## src/rtl/img_win_ctl.sv

```systemverilog
// Sliding-window frame controller: reads KROWS stacked words per column, runs the
// window pipeline PIX_PER_WORD cycles per word and writes one result word per column.
module img_win_ctl #(
    parameter int COL_MAX      = 600,
    parameter int ROW_MAX      = 400,
    parameter int PIX_PER_WORD = 4,
    parameter int KROWS        = 3,
    parameter int AW           = 20
) (
    input  logic                       clk,
    input  logic                       rst,
    input  logic                       start_i,
    input  logic                       abort_i,
    input  logic                       cont_i,
    input  logic [AW-1:0]              src_base_i,
    input  logic [AW-1:0]              dst_base_i,
    output logic                       bus_cs_n,
    output logic                       bus_we_o,
    output logic [AW-1:0]              bus_addr_o,
    input  logic                       bus_ack_i,
    output logic [KROWS-1:0]           load_o,
    output logic                       en_pipe,
    output logic                       busy,
    output logic                       done,
    output logic                       aborted,
    output logic [$clog2(ROW_MAX)-1:0] row_o
);

    localparam int WORDS = COL_MAX / PIX_PER_WORD;
    localparam int OROWS = ROW_MAX - KROWS + 1;
    localparam int RW    = $clog2(ROW_MAX);
    localparam int CW    = (WORDS > 1) ? $clog2(WORDS) : 1;
    localparam int KW    = $clog2(KROWS);
    localparam int PW    = (PIX_PER_WORD > 1) ? $clog2(PIX_PER_WORD) : 1;

    localparam logic [RW-1:0] R_LAST  = RW'(OROWS - 1);
    localparam logic [CW-1:0] C_LAST  = CW'(WORDS - 1);
    localparam logic [KW-1:0] K_LAST  = KW'(KROWS - 1);
    localparam logic [PW-1:0] P_LAST  = PW'(PIX_PER_WORD - 1);
    localparam logic [AW-1:0] WORDS_A = AW'(WORDS);

    typedef enum logic [2:0] {IDLE, RD, RUN, WR, FLUSH} state_t;

    state_t          state, state_d;
    logic [RW-1:0]   row, row_d;
    logic [CW-1:0]   col, col_d;
    logic [KW-1:0]   k, k_d;
    logic [PW-1:0]   cyc, cyc_d;
    logic            flush, flush_d;
    logic            pend, pend_d;
    logic [AW-1:0]   src, src_d, dst, dst_d;
    logic            cs_n_d, we_d, done_d, aborted_d;
    logic [AW-1:0]   addr_d, rd_addr, wr_addr;

    assign rd_addr = src + (AW'(row) + AW'(k)) * WORDS_A + AW'(col);
    assign wr_addr = dst + AW'(row) * WORDS_A
                   + (flush ? AW'(WORDS - 1) : (AW'(col) - AW'(1)));
    assign busy    = (state != IDLE);
    assign row_o   = row;

    always_ff @(posedge clk) begin
        if (rst) begin
            state      <= IDLE;
            row        <= '0;
            col        <= '0;
            k          <= '0;
            cyc        <= '0;
            flush      <= 1'b0;
            pend       <= 1'b0;
            src        <= '0;
            dst        <= '0;
            bus_cs_n   <= 1'b1;
            bus_we_o   <= 1'b0;
            bus_addr_o <= '0;
            done       <= 1'b0;
            aborted    <= 1'b0;
        end else begin
            state      <= state_d;
            row        <= row_d;
            col        <= col_d;
            k          <= k_d;
            cyc        <= cyc_d;
            flush      <= flush_d;
            pend       <= pend_d;
            src        <= src_d;
            dst        <= dst_d;
            bus_cs_n   <= cs_n_d;
            bus_we_o   <= we_d;
            bus_addr_o <= addr_d;
            done       <= done_d;
            aborted    <= aborted_d;
        end
    end

    // Bus states alternate an issue cycle (cs_n high) with a held request, which
    // yields the mandatory one-cycle gap between back-to-back transactions.
    always_comb begin
        state_d   = state;
        row_d     = row;
        col_d     = col;
        k_d       = k;
        cyc_d     = cyc;
        flush_d   = flush;
        pend_d    = pend;
        src_d     = src;
        dst_d     = dst;
        cs_n_d    = bus_cs_n;
        we_d      = bus_we_o;
        addr_d    = bus_addr_o;
        done_d    = 1'b0;
        aborted_d = 1'b0;
        load_o    = '0;
        en_pipe   = 1'b0;
        unique case (state)
            IDLE: begin
                if (start_i && !abort_i) begin
                    src_d   = src_base_i;
                    dst_d   = dst_base_i;
                    row_d   = '0;
                    col_d   = '0;
                    k_d     = '0;
                    cyc_d   = '0;
                    flush_d = 1'b0;
                    pend_d  = 1'b0;
                    state_d = RD;
                end
            end
            RD, WR: begin
                if (bus_cs_n) begin
                    if (pend || abort_i) begin
                        pend_d    = 1'b0;
                        aborted_d = 1'b1;
                        state_d   = IDLE;
                    end else begin
                        cs_n_d = 1'b0;
                        we_d   = (state == WR);
                        addr_d = (state == WR) ? wr_addr : rd_addr;
                    end
                end else if (!bus_ack_i) begin
                    if (abort_i) pend_d = 1'b1;
                end else begin
                    cs_n_d = 1'b1;
                    we_d   = 1'b0;
                    pend_d = 1'b0;
                    if (state == RD) load_o = KROWS'(1) << k;
                    if (pend || abort_i) begin
                        aborted_d = 1'b1;
                        state_d   = IDLE;
                    end else if (state == RD) begin
                        if (k != K_LAST) begin
                            k_d = k + KW'(1);
                        end else begin
                            k_d     = '0;
                            cyc_d   = '0;
                            state_d = RUN;
                        end
                    end else if (!flush) begin
                        if (col == C_LAST) begin
                            flush_d = 1'b1;
                            cyc_d   = '0;
                            state_d = FLUSH;
                        end else begin
                            col_d   = col + CW'(1);
                            state_d = RD;
                        end
                    end else if (row != R_LAST) begin
                        row_d   = row + RW'(1);
                        col_d   = '0;
                        flush_d = 1'b0;
                        state_d = RD;
                    end else begin
                        done_d = 1'b1;
                        if (cont_i) begin
                            row_d   = '0;
                            col_d   = '0;
                            flush_d = 1'b0;
                            src_d   = src_base_i;
                            dst_d   = dst_base_i;
                            state_d = RD;
                        end else begin
                            state_d = IDLE;
                        end
                    end
                end
            end
            RUN, FLUSH: begin
                en_pipe = 1'b1;
                if (abort_i) begin
                    aborted_d = 1'b1;
                    state_d   = IDLE;
                end else if (cyc != P_LAST) begin
                    cyc_d = cyc + PW'(1);
                end else begin
                    cyc_d = '0;
                    // The first column only primes the pipeline; nothing is written for it.
                    if (state == FLUSH || col != '0) begin
                        state_d = WR;
                    end else if (WORDS == 1) begin
                        flush_d = 1'b1;
                        state_d = FLUSH;
                    end else begin
                        col_d   = CW'(1);
                        state_d = RD;
                    end
                end
            end
            default: state_d = IDLE;
        endcase
    end

endmodule

```

## config.mk

```make
export PLATFORM = sky130hd
export DESIGN_NAME = img_win_ctl
export DESIGN_NICKNAME = d
export VERILOG_FILES = /design/src/rtl/img_win_ctl.sv
export SDC_FILE = /design/constraint.sdc
export NUM_CORES = 1
export LEC_CHECK = 0
export BUFFER_PORTS_ARGS = -buffer_cell sky130_fd_sc_hd__buf_2
export CELL_PAD_IN_SITES_DETAIL_PLACEMENT = 0
export CELL_PAD_IN_SITES_GLOBAL_PLACEMENT = 1
export CORE_MARGIN = 1.5
export CORE_UTILIZATION = 36
export CTS_BUF_LIST = sky130_fd_sc_hd__clkbuf_8 sky130_fd_sc_hd__clkbuf_16
export CTS_CLUSTER_DIAMETER = 40
export DETAILED_ROUTE_END_ITERATION = 12
export GPL_ROUTABILITY_DRIVEN = 1
export PLACE_DENSITY_LB_ADDON = 0.15
export RECOVER_POWER = 50
export SETUP_SLACK_MARGIN = 0.05
export SLEW_MARGIN = 0
export SYNTH_ARGS = -nofsm -noshare
export SYNTH_HDL_FRONTEND = slang
export SYNTH_SLANG_ARGS = --single-unit
```

## constraint.sdc

```tcl
create_clock -name clk -period 7.6 [get_ports clk]
set_input_delay 0.38 -clock clk [delete_from_list [all_inputs] [get_ports clk]]
set_output_delay 0.38 -clock clk [all_outputs]
set_load 0.01 [all_outputs]
```

==> results of run 1 <==
[cell usage after synthesis, drive strengths merged (5+ instances only)]
| master | number |
|---|---|
| inv | 162 |
| ha | 140 |
| nor2 | 128 |
| dfxtp | 90 |
| a21oi | 59 |
| nand2 | 55 |
| fa | 46 |
| mux2i | 44 |
| xnor2 | 41 |
| nor3 | 32 |
| xor2 | 28 |
| a21o | 25 |
| clkbuf | 25 |
| o21ai | 24 |
| a211oi | 19 |
| nand3 | 17 |
| a31oi | 14 |
| o21a | 13 |
| nand2b | 12 |
| or3 | 12 |
| buf | 11 |
| and3 | 8 |
| nand4 | 7 |
| nor2b | 7 |
| o21bai | 6 |
| or4 | 6 |
| o211ai | 5 |
| o221ai | 5 |
[state kept, by name (all words and copies together) (netlist names)]
register    count
bus_we_o        1
src            20
pend            1
k               2
bus_cs_n        1
done            1
bus_addr_o     20
state           3
flush           1
row_o           9
col             8
dst            20
cyc             2
aborted         1
[critical path: stages, from the launching register on]
cell       delay [ns]
dfxtp_1          0.41
ha_1             0.33
a21oi_1          0.06
nor2b_1          0.21
inv_1            0.08
or2_2            0.31
xnor2_1          0.34
ha_1             0.31
ha_1             0.32
fa_1             0.55
inv_1            0.06
fa_1             0.53
inv_1            0.04
ha_1             0.33
a21oi_1          0.14
nand2_1          0.09
a41oi_1          0.28
nand2b_1         0.10
xor2_1           0.15
ha_1             0.28
ha_1             0.35
nand3_1          0.18
or4_1            0.55
o221ai_1         0.25
xor2_1           0.17
nor2_1           0.05
a2111oi_0        0.31
[kinds of logic (layout without fill, tap and decap cells)]
family | after synthesis | in the layout | share of synthesized area
simple gates | 304 | 304 | 0.161
fa+ha+maj | 187 | 187 | 0.294
xor+xnor | 69 | 69 | 0.0661
buf+inv | 198 | 269 | 0.0842
compound gates | 206 | 206 | 0.149
mux | 44 | 44 | 0.0482
flops | 90 | 90 | 0.197
[layer usage]
layer / part of all wire / track usage / vias up
li1: - / - / 3868
met1: 0.50 / 0.284 / 3538
met2: 0.45 / 0.322 / 117
met3: 0.033 / 0.0266 / 18
met4: 0.016 / 0.0505 / 0
met5: 0 / 0 / -
[stage by stage]
| step | util | area [um2] |
|---|---|---|
| floorplan | - | 9140 |
| global placement | 0.394 | 9870 |
| detailed placement | 0.394 | 9870 |
| CTS | 0.406 | 10200 |
| global route | 0.403 | 10100 |
| finish | 0.403 | 10100 |
[worst paths after layout]
kind,startpoint,to,slack (ns),cells past startpoint
min,dst_base_i[11],dst[11],0.24,3
min reg2reg,bus_addr_o[2],bus_addr_o[2],0.47,2
max reg2reg,row_o[1],bus_addr_o[14],0.73,26
max,row_o[1],bus_addr_o[14],0.73,26
[where the power goes]
part           total (mW)  switching [mW]  internal, mW
Combinational        1.15           0.676         0.470
Clock               0.469           0.235         0.234
Sequential          0.566          0.0456         0.520
Total                2.18           0.956          1.22
[cell type report]
type | instances | area, um2
fillers | 2697 | 14900
clock buffers | 9 | 225
multi-input cells | 810 | 6560
repair buffers | 91 | 417
inverters | 162 | 608
well taps | 330 | 413
clock inverters | 7 | 73.8
flip-flops and latches | 90 | 1800
==> metrics.md, run 1 <==
| Metric | Value |
|---|---|
| Largest net degree at the start of global routing | 55 |
| Worst Path Max Fanout | 8 |
| Clock slew seen by the registers of the worst setup and hold paths | 0.09 ns |
| Root buffer cell | clkbuf_16 |
| Setup repair after global routing missed its margin | false |
| H-tree levels | 3 |
| Wire length per cell | 16.8 um |
| Worst Setup Start Kind | flip-flop |
| Placer Congestion | 0.850 |
| CTS tree | yes |
| Leak Pwr | 4.99 nW |
| Slew @ Worst Pin | 1.77 ns |
| Non-Filler Instances | 1499 |
| Synth Instances | 1098 |
| EDFF count, synth | 0 |
| Die area | 0.0263 mm2 |
| YS warnings | 0 |
| Worst hold slack | 0.243 ns |
| Area growth from synthesis to layout | 10.5% |
| Yosys reg bits | 90 |
| Nets | 1396 |
| Path category of the worst min-delay check | in2reg |
| Post-cts sizing count | 0 |
| Main synth FF type | dfxtp_1 |
| Worst VDD drop | 150 uV |
| WP data required | 7.86 ns |
| Initial antenna violation count | 0 |
| Max Fclk | 146 MHz |
| Total power | 2.18 mW |
| I/O pin cnt | 84 |
| Setup TNS | 0 ns |
| Post-CTS Setup Inserts | 0 |
| CTS Buf Count | 9 |
| Fraction of layout cells with a size suffix above 1 | 0.0736 |
| Final setup viols | 0 |
| Detail Route Antenna Nets | 0 |
| Inst Count DP | 1483 |
| DRC errors left | 0 |
| Avg Inst Size Synth | 8.32 um2 |
| Worst skew pair latency | 0.37 ns |
| IO Port Bufs | 83 |
| Power per Cell Area | 216 mW/mm2 |
| First-pass iteration count of the detailed router | 5 |
| Die Y | 162 um |
| Status | finished, violations left |
| ANT cells | 0 |
| Net Count, Synth | 1330 |
| Setup WS post-layout | 0.730 ns |
| Sink Count | 90 |
| HPWL Detailed | 20500 um |
| Placement Setup Slack | 0.726 ns |
| Row count | 58 |
| Maxcap violations | 1 |
| Initial DRC Count | 399 |
| Most area-hungry cell type in the Yosys netlist | dfxtp_1 |
| Max Slew Vio Count | 15 |
| Async SR Flop Fraction | 0 |
| Leading cell type in the layout, fill and taps excluded | inv_1 |
| CTS max path bufs | 2 |
| Critical path class | reg2reg |
| Final Skew | 0.0204 ns |
| Signal arrival time at the worst endpoint | 7.13 ns |
| Mapped cell area | 0.00914 mm2 |
| Final wirelength | 25200 um |
| Grt ovf | 0 |
| Initial core utilization | 0.365 |
| First-pass GRT wire length | 40500 um |
| Vias | 7541 |
| Final hold vios | 0 |
| Seq/Total Area, Yosys | 0.197 |
| Max transition margin | -0.177 |
| GRT Total Usage | 0.201 |
| Crit. End Element | flip-flop |
| Die Wd | 162 um |
| Core area | 0.0250 mm2 |
| Top cell type's share of synthesized area | 0.197 |
| Synth top area cells | dfxtp_1 20%, ha_1 19%, fa_1 10% |
| Failing checks | capacitance limit, slew limit |
| Vias/cell | 5.03 |
| Most frequent cells in the layout | 162 x inv_1, 140 x ha_1, 125 x nor2_1, 90 x dfxtp_1, 59 x a21oi_1 |
| Vias in the first global route | 7406 |
| Synth cell types | 64 |
| CTS Hold Buffers Added | 0 |
| Min cycle time layout | 6.87 ns |
| Crit share post-route | 0.904 |
Power figures use the tool's default switching activity.
==> inputs of run 2 (changes only) <==
CELL_PAD_IN_SITES_DETAIL_PLACEMENT = 1   (was 0)
CELL_PAD_IN_SITES_GLOBAL_PLACEMENT = 2   (was 1)
CTS_BUF_LIST = not set   (was sky130_fd_sc_hd__clkbuf_8 sky130_fd_sc_hd__clkbuf_16)
==> run 2 against run 1 <==
Compared with the run above: the run still ends with capacitance limit, slew limit left; combinational power hardly changed; maximum frequency is 0.45% lower; clock skew shrank 0.0065 ns; via count increased by 2.3%; sequential power hardly changed; cell area up 0.25%; clock power up 7.7%; utilization rose by 0.10 points; sequential share of layout area about the same; register-to-register slack lost 0.03 ns; global-route usage is 1.3 points higher; wire length rose by 7.1%; highest routed layer unchanged.
==> metrics.md, run 2 (synthesized netlist as in run 1, its figures left out) <==
| Metric | Value |
|---|---|
| Status | finished, violations left |
| Failing checks | capacitance limit, slew limit |
| CTS max path bufs | 2 |
| Row count | 58 |
| First-pass iteration count of the detailed router | 5 |
| Reg2reg start | row_o[4] |
| CTS Buf Count | 9 |
| Setup repair after global routing missed its margin | false |
| Worst reg2reg setup slack | 0.70 ns |
| Fraction of layout cells with a size suffix above 1 | 0.0735 |
| H-tree levels | 3 |
| Signal arrival time at the worst endpoint | 7.13 ns |
| Most frequent cells in the layout | 162 x inv_1, 140 x ha_1, 125 x nor2_1, 90 x dfxtp_1, 59 x a21oi_1 |
| First-pass GRT wire length | 43300 um |
| Final Core Density | 0.404 |
| Worst VDD drop | 113 uV |
| Setup WS post-layout | 0.699 ns |
| Leading cell type in the layout, fill and taps excluded | inv_1 |
| Max transition margin | -0.245 |
| Placement Setup Slack | 0.765 ns |
| Die Y | 162 um |
| Min cycle time layout | 6.90 ns |
| HPWL Detailed | 22000 um |
| Leak Pwr | 4.99 nW |
| Maxcap violations | 1 |
| Initial DRC Count | 285 |
| Vias | 7714 |
| Vias in the first global route | 7802 |
| Final Skew | 0.0139 ns |
| Largest net degree at the start of global routing | 79 |
| Core area | 0.0250 mm2 |
| ANT cells | 0 |
| IO Port Bufs | 83 |
| Area growth from synthesis to layout | 10.8% |
| Wire length per cell | 18.0 um |
| Worst Setup Start Kind | flip-flop |
| Nets | 1397 |
| Root buffer cell | clkbuf_16 |
| Max Fclk | 145 MHz |
| CTS Hold Buffers Added | 0 |
| R2R depth | 23 |
| WP data required | 7.83 ns |
| Crit. End Element | flip-flop |
| Post-CTS Setup Inserts | 0 |
| Crit path from | row_o[4] |
| Reg2reg end | bus_addr_o[14] |
| Largest regs | bus_addr_o (20), dst (20), src (20) |
| Worst skew pair latency | 0.37 ns |
| Grt ovf | 0 |
| Placer Congestion | 0.830 |
| Max Slew Vio Count | 15 |
| Worst Path Max Fanout | 13 |
| Post-cts sizing count | 0 |
| GRT Total Usage | 0.214 |
| I/O pin cnt | 84 |
| Power per Cell Area | 221 mW/mm2 |
| Setup crit end | bus_addr_o[14] |
| Die Wd | 162 um |
| Critical path class | reg2reg |
| Die area | 0.0263 mm2 |
| Clock slew seen by the registers of the worst setup and hold paths | 0.08 ns |
| Final hold vios | 0 |
| Crit share post-route | 0.908 |
| Path category of the worst min-delay check | in2reg |
| Hold Path Stages | 3 |
| DRC errors left | 0 |
| Initial core utilization | 0.365 |
| Initial antenna violation count | 0 |
| Sink Count | 90 |
| Vias/cell | 5.14 |
| CTS tree | yes |
| Setup TNS | 0 ns |
| Final wirelength | 27000 um |
| Slew @ Worst Pin | 1.87 ns |
| Final setup viols | 0 |
| Detail Route Antenna Nets | 0 |
## run 2: cell types whose count changed in the layout (fill, tap and decap cells not counted), sizes merged
cell	before	now
clkinvlp	0	2
inv	167	165
bufinv	0	1
clkbuf	46	47
clkinv	2	1
## run 2: metal layers
metal  GRT usage  share of wire
met1       0.299           0.50
met2       0.352           0.46
met3      0.0225          0.027
met4      0.0505          0.012
met5           0              0
## run 2: report_power, final
| group | internal [mW] | switching [mW] | total [mW] |
|---|---|---|---|
| Combinational | 0.474 | 0.688 | 1.16 |
| Sequential | 0.520 | 0.0475 | 0.568 |
| Clock | 0.266 | 0.239 | 0.505 |
## run 2: cell type report
class | count | area, um2
clock buffers | 9 | 225
clock inverters | 7 | 95.1
fillers | 3054 | 14900
inverters | 162 | 608
multi-input cells | 810 | 6560
flip-flops and latches | 90 | 1800
well taps | 330 | 413
repair buffers | 92 | 420
## run 2: how the worst min path moves through the flow
stage	start	slack, ns	to
2_1_floorplan	cyc[0]	0.45	cyc[0]
5_1_grt	dst_base_i[8]	0.26	dst[8]
4_1_cts	dst_base_i[11]	0.24	dst[11]
3_5_place_dp	bus_addr_o[3]	0.45	bus_addr_o[3]
3_3_place_gp	bus_addr_o[2]	0.44	bus_addr_o[2]
6_report	dst_base_i[11]	0.25	dst[11]
## run 2: worst max-delay path: stages, from the launching register on
cell       delay [ns]
dfxtp_1          0.33
clkbuf_1         0.57
nand4_1          0.28
nor3_1           0.26
xor2_1           0.36
ha_1             0.30
ha_1             0.32
fa_1             0.54
inv_1            0.05
fa_1             0.49
inv_1            0.04
ha_1             0.38
a21o_1           0.21
a21oi_1          0.18
nand2_1          0.09
xor2_1           0.14
ha_1             0.28
ha_1             0.37
nand3_1          0.18
or4_1            0.55
o221ai_1         0.27
xor2_1           0.17
nor2_1           0.05
a2111oi_0        0.34
## run 2: per-stage QoR
stage	total power [mW]	hold slack, ns	instances	cell area, um2
finish	2.23	0.249	1500	10100
detailed placement	1.75	0.449	1484	9880
global route	2.43	0.256	1500	10100
global placement	1.74	0.442	1484	9880
CTS	2.28	0.242	1500	10200
floorplan	1.43	0.449	1098	9140
==> inputs of run 3 (changes only) <==
CORE_UTILIZATION = 37   (was 36)
==> run 3 against run 2 <==
Compared with the run above: the run still ends with capacitance limit, slew limit left; highest routed layer unchanged; worst setup slack better by 0.033 ns; sequential cell count unchanged; wire length down 0.91%; largest power group unchanged; clock power down 6.1%; register-to-register slack better by 0.03 ns; worst hold slack worse by 0.0094 ns; sequential share of layout area up 0.077 points; maximum frequency up 0.48%; clock skew up 0.0047 ns; critical path type unchanged; sequential power about the same; first-iteration DRC count up 24%; clock-buffer cell count unchanged; critical endpoint unchanged.
==> metrics.md, run 3 (synthesized netlist as in run 1, its figures left out) <==
| Metric | Value |
|---|---|
| Critical path class | reg2reg |
| DRC errors left | 0 |
| Placed Instance Area | 0.00986 mm2 |
| Final instance area | 0.0101 mm2 |
| Maxcap violations | 1 |
| CTS Hold Buffers Added | 0 |
| Vias in the first global route | 7946 |
| Signal arrival time at the worst endpoint | 7.14 ns |
| Inst Count DP | 1476 |
| Worst Path Max Fanout | 8 |
| Grt ovf | 0 |
| Post-cts sizing count | 0 |
| Clock slew seen by the registers of the worst setup and hold paths | 0.09 ns |
| Total power | 2.20 mW |
| Path category of the worst min-delay check | in2reg |
| CTS tree | yes |
| Area growth from synthesis to layout | 10.3% |
| Failing checks | capacitance limit, slew limit |
| Die area | 0.0256 mm2 |
| Row count | 57 |
| Max transition margin | -0.148 |
| Crit path buf inv count | 3 |
| Nets | 1395 |
| Sink Count | 90 |
| Final Skew | 0.0185 ns |
| Power per Cell Area | 218 mW/mm2 |
| ANT cells | 0 |
| Fraction of layout cells with a size suffix above 1 | 0.0719 |
| Setup TNS | 0 ns |
| Final wirelength | 26800 um |
| Biggest cell delay along the critical path | 0.55 ns |
| Wire length per cell | 17.9 um |
| I/O pin cnt | 84 |
| H-tree levels | 3 |
| Slew @ Worst Pin | 1.72 ns |
| Initial antenna violation count | 0 |
| Status | finished, violations left |
| Critical-path top delay cell | or4_1 |
| Root buffer cell | clkbuf_16 |
| Placer Congestion | 0.855 |
| Detail Route Antenna Nets | 0 |
| Core area | 0.0242 mm2 |
| Post-CTS Setup Inserts | 0 |
| Worst Setup Start Kind | flip-flop |
| Fillers | 2970 |
| Largest regs | bus_addr_o (20), dst (20), src (20) |
| Worst skew pair latency | 0.38 ns |
| Largest net degree at the start of global routing | 79 |
| Crit. End Element | flip-flop |
| Initial DRC Count | 354 |
| GRT Total Usage | 0.216 |
| Crit path from | row_o[1] |
| Setup repair after global routing missed its margin | false |
| Die Y | 160 um |
| Non-Filler Instances | 1492 |
| Leading cell type in the layout, fill and taps excluded | inv_1 |
| Vias/cell | 5.16 |
| Most used cell, CP | ha_1 |
| CTS max path bufs | 2 |
| Worst VDD drop | 99.3 uV |
| Initial core utilization | 0.377 |
| Leak Pwr | 4.97 nW |
| CTS Buf Count | 9 |
| Max Fclk | 146 MHz |
| Crit share post-route | 0.904 |
| Min cycle time layout | 6.87 ns |
| Top cell family by delay on the critical path | adder cells |
| Most frequent cells in the layout | 162 x inv_1, 140 x ha_1, 125 x nor2_1, 90 x dfxtp_1, 59 x a21oi_1 |
| Die Wd | 160 um |
| Max Slew Vio Count | 14 |
| Reg2reg start | row_o[1] |
| HPWL Detailed | 21800 um |
| First-pass iteration count of the detailed router | 4 |
| WP data required | 7.87 ns |
| Final setup viols | 0 |
| Vias | 7695 |
| Final hold vios | 0 |
| First-pass GRT wire length | 43200 um |
| IO Port Bufs | 83 |
| Hold_sp | dst_base_i[11] |
[run 3: cell types whose count changed in the layout (fill, tap and decap cells not counted), sizes merged]
cell	previous run	this run
clkinv	1	2
bufinv	1	0
buf	54	52
[run 3: worst register-to-register path: stages, from the launching register on]
cell,delay [ns]
dfxtp_1,0.41
ha_1,0.32
a21oi_1,0.06
nor2b_1,0.21
inv_1,0.08
or2_2,0.30
xnor2_1,0.38
ha_1,0.31
ha_1,0.32
fa_1,0.53
inv_1,0.05
fa_1,0.52
inv_1,0.04
ha_1,0.33
a21oi_1,0.15
nand2_1,0.09
a41oi_1,0.28
nand2b_1,0.10
xor2_1,0.15
ha_1,0.27
ha_1,0.35
nand3_1,0.18
or4_1,0.55
o221ai_1,0.25
xor2_1,0.18
nor2_1,0.05
a2111oi_0,0.31
[run 3: worst paths after layout]
kind               endpoint  slack [ns]  cells past startpoint
max          bus_addr_o[14]        0.73                     26
min reg2reg   bus_addr_o[2]        0.47                      2
max reg2reg  bus_addr_o[14]        0.73                     26
min                 dst[11]        0.24                      3
[run 3: per-layer routing]
metal  global-route usage  up-vias  routed length [um]  share of wire
li1                     -     3865                   -              -
met4               0.0361        0                 181         0.0068
met5                    0        -                   0              0
met2                0.359      101               12400           0.46
met3               0.0314       14                1100          0.041
met1                0.300     3715               13000           0.49
[run 3: report_power, final]
group / switching (mW) / total, mW / internal (mW)
registers: 0.0459 / 0.566 / 0.520
clock network: 0.242 / 0.474 / 0.232
logic: 0.686 / 1.16 / 0.472
total: 0.974 / 2.20 / 1.22
[run 3: layout make-up]
class | count | area, um2 | area share
multi-input cells | 810 | 6560 | 0.651
flip-flops and latches | 90 | 1800 | 0.179
inverters | 162 | 608 | 0.0604
repair buffers | 90 | 408 | 0.0405
well taps | 324 | 405 | 0.0402
clock buffers | 9 | 225 | 0.0224
clock inverters | 7 | 71.3 | 0.00708
[run 3: stage by stage]
step / utilization / worst slack, ns / hold WS, ns
floorplan: - / 1.18 / 0.449
global placement: 0.407 / 0.848 / 0.448
CTS: 0.419 / 0.692 / 0.229
detailed placement: 0.407 / 0.711 / 0.464
finish: 0.416 / 0.732 / 0.239
global route: 0.416 / 0.0914 / 0.239
